**config.mk**
```make
export PLATFORM = sky130hd
export DESIGN_NAME = pwm_generator
export DESIGN_NICKNAME = d
export VERILOG_FILES = /design/src/rtl/pwm_pkg.sv /design/src/rtl/rise_edge_detect.sv /design/src/rtl/pwm_generator.sv
export SDC_FILE = /design/constraint.sdc
export NUM_CORES = 1
export LEC_CHECK = 0
export CAP_MARGIN = 10
export CORE_UTILIZATION = 50
export CTS_BUF_LIST = sky130_fd_sc_hd__clkbuf_2 sky130_fd_sc_hd__clkbuf_4 sky130_fd_sc_hd__clkbuf_8
export DETAILED_ROUTE_END_ITERATION = 10
export PLACE_DENSITY = 0.8
export SLEW_MARGIN = 20
export SYNTH_ARGS = -nofsm -noshare
export SYNTH_HDL_FRONTEND = slang
export SYNTH_HIERARCHICAL = 1
export SYNTH_SLANG_ARGS = --single-unit
```
**constraint.sdc**
```tcl
create_clock -name clk -period 1.6 [get_ports clk]
set_clock_uncertainty 0.05 [all_clocks]
set_input_delay 0.4 -clock clk [delete_from_list [all_inputs] [get_ports clk]]
set_output_delay 0.4 -clock clk [all_outputs]
set_load 0.005 [all_outputs]
```
**src/rtl/pwm_pkg.sv**
```systemverilog
// pwm_pkg: shared width formulas and duty clamp for the PWM generator and its divider peers.
package pwm_pkg;

    function automatic int cnt_width(input int period);
        return $clog2(period);
    endfunction

    function automatic int duty_width(input int period);
        return $clog2(period + 1);
    endfunction

    function automatic int unsigned clamp_duty(input int unsigned duty, input int unsigned period);
        return (duty > period) ? period : duty;
    endfunction

endpackage

```
**src/rtl/rise_edge_detect.sv**
```systemverilog
// rise_edge_detect: one-cycle pulse on each rising edge of a clk-synchronous slow signal.
module rise_edge_detect (
    input  logic clk,
    input  logic rst_n,
    input  logic sig,
    output logic rise
);
    logic sig_q;
    logic sig_d;

    always_comb sig_d = sig;

    always_ff @(posedge clk) begin
        if (!rst_n) sig_q <= 1'b0;
        else        sig_q <= sig_d;
    end

    assign rise = sig & ~sig_q;
endmodule

```
**src/rtl/pwm_generator.sv**
```systemverilog
// pwm_generator: PERIOD-tick PWM driven by divided-clock edges, with a double-buffered duty handshake.
module pwm_generator
    import pwm_pkg::*;
#(
    parameter  int PERIOD = 8,
    localparam int CNT_W  = cnt_width(PERIOD),
    localparam int DUTY_W = duty_width(PERIOD)
) (
    input  logic              clk,
    input  logic              rst_n,
    input  logic              div_clk,
    input  logic              en,
    input  logic [DUTY_W-1:0] duty_in,
    input  logic              duty_valid,
    output logic              duty_ready,
    output logic              pwm_out,
    output logic              period_done
);
    logic              tick;
    logic              wrap;
    logic              accept;
    logic              xfer;
    logic [CNT_W-1:0]  cnt_q, cnt_d;
    logic [DUTY_W-1:0] duty_act_q, duty_act_d;
    logic [DUTY_W-1:0] duty_shadow_q, duty_shadow_d;
    logic              pending_q, pending_d;
    logic              pwm_q, pwm_d;
    logic              done_q, done_d;

    rise_edge_detect u_edge (
        .clk  (clk),
        .rst_n(rst_n),
        .sig  (div_clk),
        .rise (tick)
    );

    always_comb begin
        wrap          = tick & en & (cnt_q == CNT_W'(PERIOD - 1));
        accept        = duty_valid & ~pending_q;
        // While stopped, a pending duty is applied immediately so it can be set up before start.
        xfer          = pending_q & (en ? wrap : 1'b1);
        cnt_d         = (tick & en) ? (wrap ? '0 : cnt_q + CNT_W'(1)) : cnt_q;
        duty_shadow_d = accept ? DUTY_W'(clamp_duty(32'(duty_in), PERIOD)) : duty_shadow_q;
        duty_act_d    = xfer ? duty_shadow_q : duty_act_q;
        pending_d     = accept ? 1'b1 : (xfer ? 1'b0 : pending_q);
        pwm_d         = DUTY_W'(cnt_q) < duty_act_q;
        done_d        = wrap;
    end

    always_ff @(posedge clk) begin
        if (!rst_n) begin
            cnt_q         <= '0;
            duty_act_q    <= '0;
            duty_shadow_q <= '0;
            pending_q     <= 1'b0;
            pwm_q         <= 1'b0;
            done_q        <= 1'b0;
        end else begin
            cnt_q         <= cnt_d;
            duty_act_q    <= duty_act_d;
            duty_shadow_q <= duty_shadow_d;
            pending_q     <= pending_d;
            pwm_q         <= pwm_d;
            done_q        <= done_d;
        end
    end

    assign duty_ready  = ~pending_q;
    assign pwm_out     = pwm_q;
    assign period_done = done_q;
endmodule

```
==> metrics.md, run 1 <==
| Metric | Value |
|---|---|
| Clock share of power | 0.312 |
| Slew headroom | 0.850 |
| Post-synth EDFFs | 0 |
| Worst slew pin tran | roughly 0.22 ns |
| Initial drt markers | 9 |
| Leakage | 0.331 nW |
| Initial Util | 0.576 |
| I/O Buffers | 11 |
| Dpl hpwl | 810 µm |
| WL/cell | a little over 10 µm |
| Syn Area/Cell | 9.36 µm² |
| Pint | 0.525 mW |
| First-pass GRT wire length | 1.86 mm |
| Comb power frac | 0.116 |
| Hold crit path type | reg -> reg |
| Drt via density | between 5 and 6 |
| FILL cells | 100 |
| Share of cells above drive strength 1 | 0.125 |
| Synth area leaders | dfxtp_1 (44%), nand2_1 (9.3%), ha_1 (7.3%), mux2i_1 (7.3%), a21boi_0 (6.6%) |
| Final hold slack | 0.412 ns |
| Sw frac | 0.238 |
| Fin cells | 102 |
| CP max FO | 1 |
| Instance count of the mapped netlist | 73 |
| Predominant post-synthesis flop cell | dfxtp_1 |
| CP Class | reg -> out |
| Total net switching power | 0.164 mW |
| Clock-pin slew on the worst setup and hold paths | 0.09 ns |
| Vias | 514 |
| Final setup fails | 0 |
| Critical Path, Cell by Cell | clkdlybuf4s50_1 |
| Synth-to-Final Area Change | 23.1% |
| Clock tree from TritonCTS | done |
| Die area | 1520 µm² |
| Final period utilization | 0.959 |
| Fin. Hold Viols | 0 |
| CTS Buffer Depth | 2 |
| Register area share after synthesis | 0.440 |
| Max cap viols | 0 |
| Worst VDD drop | 582 µV |
| Synth unique cells | 21 |
| Die X-Extent | 39.0 µm |
| Post-CTS Resized | 3 |
| DRT Pass-1 Iters | 4 |
| Worst EP required | 1.15 ns |
| Outcome | completed |
| # nets final | between 100 and 150 |
| Core area | ~1200 µm² |
| Share of the synthesized area in the top cell type | 0.440 |
| Pwr Total | 0.689 mW |
| TNS Setup | 0 ns |
| Site Rows | 12 |
| FFs w/ async S/R, synth | 0 |
| Setup Fix Bufs, Post-CTS | 0 |
| Placed insts | 98 |
| Vias in the first global route | 463 |
| Most numerous cell in the Yosys netlist | nand2_1 |
| Max Slew Vio Count | 0 |
| Drt drc | 0 |
| Flops & latches, synth | 15 |
| Routed wire length | 1.05 mm |
| DRT antenna net count | 0 |
| Setup crit end kind | primary output |
| Commonest cells in the netlist | nand2_1 (17), dfxtp_1 (15), a21boi_0 (6) |
| Data arrival, critical path | about 1.1 ns |
| ANT cells | 0 |
| Num CTS Buffers | 3 |
| Leading area contributor after synthesis | dfxtp_1 |
| CP top delay family | buffers and inverters |
| Share of power burned in registers | 0.572 |
| Slowest stage delay, CP | 0.48 ns |
| Gpl congestion | 0.677 |
| Post-layout util | 0.709 |
| Die Y | 39.0 µm |
| Largest net degree at the start of global routing | 20 |
| Clk root buf | clkbuf_4 |
| Bufs and invs on worst path | 1 |
| Min cycle time layout | 1.53 ns |
| Initial antenna violation count | 0 |
| Critical-path top delay cell | clkdlybuf4s50_1 |
| F_max | 0.652 GHz |
| YS warnings | 6 |
| Critical Path Start Type | flip-flop |
| GR Util All Layers | 0.187 |
| Post-CTS Hold Buffers | 0 |
| Clk sinks | 15 |
| Grt ovf | 0 |
| Clk_lat worst skew | 0.28 ns |
| Top Ports | 12 |
| Syn_nets | 86 |
| RSZ-0062 raised after global routing | false |
| Netlist Area Pre-Place | 683 µm² |
| Pwr dens | 819 nW/µm² |
| Htree depth | 1 |
per-stage QoR:
stage	instance area, µm²	setup WS, ns
final	841	0.0657
after global routing	841	0.00744
after CTS	841	0.0540
after detailed placement	813	-0.0880
after global placement	813	-0.0451
after floorplan	683	0.316
area by class of cell:
type	instances	area, µm²	area share
Multi-Input combinational cell	52	355	0.423
Timing Repair Buffer	13	124	0.147
Clock buffer	3	22.5	0.0268
Tap cell	14	17.5	0.0208
Clock inverter	1	5.00	0.00595
Sequential cell	15	302	0.359
Inverter	4	15.0	0.0179
worst paths after layout:
path / from / to / slack (ns) / cells after the start
max: pwm_out / pwm_out / 0.07 / 1
min: duty_act_q[1] / duty_act_q[1] / 0.41 / 2
max reg2reg: cnt_q[0] / duty_act_q[0] / 0.16 / 5
min reg2reg: duty_act_q[1] / duty_act_q[1] / 0.41 / 2
power by group through the flow:
stage,sequential (mW),combinational [mW],clock [mW]
global route,0.396,0.0891,0.236
global placement,0.402,0.0802,0
finish,0.394,0.0801,0.215
detailed placement,0.402,0.0817,0
floorplan,0.400,0.0444,0
CTS,0.394,0.0809,0.223
cell usage in the layout, fill, tap and decap left out, types with 2 or more instances in the layout:
| cell type | synthesis | routed |
|---|---|---|
| nor2_1 | 3 | 3 |
| nand4b_1 | 2 | 2 |
| nand2_1 | 17 | 17 |
| mux2i_1 | 5 | 5 |
| ha_1 | 4 | 4 |
| nand2b_1 | 3 | 3 |
| a21boi_0 | 6 | 6 |
| inv_1 | 4 | 3 |
| dfxtp_1 | 15 | 14 |
| buf_4 | 1 | 2 |
| clkbuf_4 | 0 | 3 |
| nand3b_1 | 3 | 3 |
| clkdlybuf4s50_1 | 0 | 10 |
per-layer routing:
metal	GRT usage	part of all wire	up-vias
met5	0	0	-
met4	0.155	0.034	0
met3	0.0347	0.030	4
met2	0.304	0.45	10
met1	0.208	0.49	226
li1	-	-	274
flip-flops by register name, summed over array words and instances, names as in the netlist:
name,flops
duty_act_q,4
cnt_q,3
pending_q,1
duty_shadow_q,4
pwm_out,1
period_done,1
u_edge/sig_q,1
logic make-up (layout without fill, tap and decap cells):
logic type,Yosys count,count (layout),synth area share
muxes,5,5,0.0733
adders and majority gates,4,4,0.0733
buffers and inverters,6,21,0.0403
and+or+nand+nor,33,33,0.255
DFF,15,15,0.440
AOI/OAI and AO/OA,10,10,0.119
No activity file was read; power rests on OpenSTA's default activity.
==> run 2, diff against run 1 <==
CORE_MARGIN = 2   (was not set)
clock period = 1.5 ns   (was 1.6 ns; I/O delays follow)
==> run 2 against run 1 <==
Non-clock buffer count rose by 3; register-to-register slack got worse by 0.05 ns; flip-flop and latch count did not move; global-route usage fell by 1.2 points; sequential power rose by 6.6%; utilization fell by 3.6 points; combinational power rose by 10%; clock power rose by 14%; largest power group unchanged; final area rose by 2.8%; hold slack got worse by 0.0036 ns; clock-buffer cell count rose by 1; total power rose by 9.4%.
==> metrics.md, run 2 (synthesis gave the netlist of run 1 again) <==
| Metric | Value |
|---|---|
| Drt drc | 0 |
| Initial drt markers | 10 |
| Fin cells | about 110 |
| GR Util All Layers | 0.175 |
| Pwr dens | around 870 nW/µm² |
| Total net switching power | 0.169 mW |
| Pwr Total | between 0.7 and 0.8 mW |
| Max Slew Vio Count | 0 |
| Htree depth | 1 |
| CP Class | reg -> reg |
| Clk root buf | clkbuf_4 |
| Post-CTS Hold Buffers | 0 |
| Leakage | 0.356 nW |
| Critical Path Start Type | flip-flop |
| Clock share of power | 0.326 |
| Die X-Extent | 41.0 µm |
| Outcome | completed |
| Footprint of the multi-input gates | 355 µm² |
| FILL cells | 105 |
| Pint | 0.584 mW |
| Fin. Hold Viols | 0 |
| Vias in the first global route | between 400 and 500 |
| # nets final | 105 |
| Num CTS Buffers | 3 |
| Drt via density | 4.94 |
| Final hold slack | roughly 0.41 ns |
| Slew headroom | 0.854 |
| Vias | approximately 520 |
| DRT Pass-1 Iters | 2 |
| Biggest regs | duty_act_q (4), duty_shadow_q (4), cnt_q (3) |
| Gpl congestion | roughly 0.7 |
| Commonest non-fill, non-tap cells in the layout | nand2_1 (17), dfxtp_1 (14), clkdlybuf4s50_1 (8) |
| Commonest non-fill, non-tap cell in the layout | nand2_1 |
| Core area | 1280 µm² |
| PnR worst setup slack | 0.108 ns |
| FF+latch area | 302 µm² |
| Site Rows | 13 |
| I/O Buffers | 11 |
| RSZ-0062 raised after global routing | false |
| Met2 usage | 0.281 |
| DP Area | 837 µm² |
| First-pass GRT wire length | 1.86 mm |
| Min cycle time layout | 1.39 ns |
| Data arrival, critical path | 1.55 ns |
| Hold crit path type | reg -> reg |
| Grt ovf | 0 |
| Top Ports | 12 |
| Initial Util | 0.532 |
| DRT antenna net count | 0 |
| Comb power frac | 0.117 |
| Share of power burned in registers | 0.557 |
| Initial antenna violation count | 0 |
| Die Y | 41.0 µm |
| Dpl hpwl | about 860 µm |
| Met3 Usage GRT | 0.0326 |
| Setup crit end kind | flip-flop |
| Worst VDD drop | around 530 µV |
| Max cap viols | 0 |
| Clock-pin slew on the worst setup and hold paths | 0.09 ns |
| Die area | 1680 µm² |
| DP Worst Slack | -0.162 ns |
| Placed insts | 102 |
| Routed wire length | 1.08 mm |
| WL/cell | around 10 µm |
| Clock tree from TritonCTS | done |
| Clk sinks | 15 |
| CP max FO | 5 |
| Share of cells above drive strength 1 | 0.154 |
| F_max | 0.719 GHz |
| Sw frac | 0.225 |
| ANT cells | 0 |
| Final period utilization | 0.928 |
| Synth-to-Final Area Change | 26.6% |
| Worst EP required | 1.66 ns |
| Clk_lat worst skew | 0.28 ns |
| Largest net degree at the start of global routing | 15 |
| Gr busiest metal | met2 |
| Worst slew pin tran | 0.219 ns |
| Fin area | just under 900 µm² |
| Final setup fails | 0 |
| CTS Buffer Depth | 2 |
| Grt met1 use | 0.206 |
==> run 2: cell count changes in the layout (fill, tap and decap cells not counted) <==
cell and change:
clkbuf_4 +1, clkdlybuf4s50_1 -2, dlygate4sd2_1 +2, clkinv_2 -1, buf_4 +3
==> run 2: per-stage QoR <==
stage	setup TNS, ns	utilization
floorplan	0	-
global placement	-0.543	0.651
detailed placement	-0.833	0.651
CTS	0	0.673
global route	0	0.673
finish	0	0.673
==> run 2: repair_timing <==
item,in CTS,in global routing
endpoints found under the setup margin,3,0
gates resized for setup,5,0
setup buffers,0,0
==> run 2: power groups by stage <==
| stage | sequential [mW] | combinational, mW | clock (mW) |
|---|---|---|---|
| 2_1_floorplan | 0.427 | 0.0473 | 0 |
| 3_3_place_gp | 0.428 | 0.0892 | 0 |
| 3_5_place_dp | 0.428 | 0.0911 | 0 |
| 4_1_cts | 0.420 | 0.0894 | 0.255 |
| 5_1_grt | 0.422 | 0.0979 | 0.271 |
| 6_report | 0.420 | 0.0881 | 0.246 |
==> run 2: routing by layer <==
layer | vias to the layer above | part of all wire
met5 | - | 0
met2 | 8 | 0.49
met3 | 2 | 0.032
met1 | 233 | 0.47
met4 | 0 | 0.010
li1 | 281 | -
==> run 2: critical path, cell delays in order (launching register included) <==
cell	delay, ns
dfxtp_1	0.38
ha_1	0.18
ha_1	0.19
nand2_2	0.08
a21oi_4	0.24
mux2i_1	0.21
==> run 2: worst paths after layout <==
path	start	to	slack [ns]	depth (start not counted)
max	cnt_q[0]	duty_act_q[3]	0.11	5
min	duty_act_q[1]	duty_act_q[1]	0.41	2
max reg2reg	cnt_q[0]	duty_act_q[3]	0.11	5
min reg2reg	duty_act_q[1]	duty_act_q[1]	0.41	2
==> run 2: layout make-up <==
type	count	share of cell area
timing repair buffer	16	0.166
inverter	4	0.0174
clock buffer	4	0.0347
sequential	15	0.349
tap	15	0.0217
multi-input combinational	52	0.411
==> run 3, diff against run 2 <==
CAP_MARGIN = 20   (was 10)
==> results of run 3 <==
No change in the layout: final DEF, timing and power equal those of run 2.
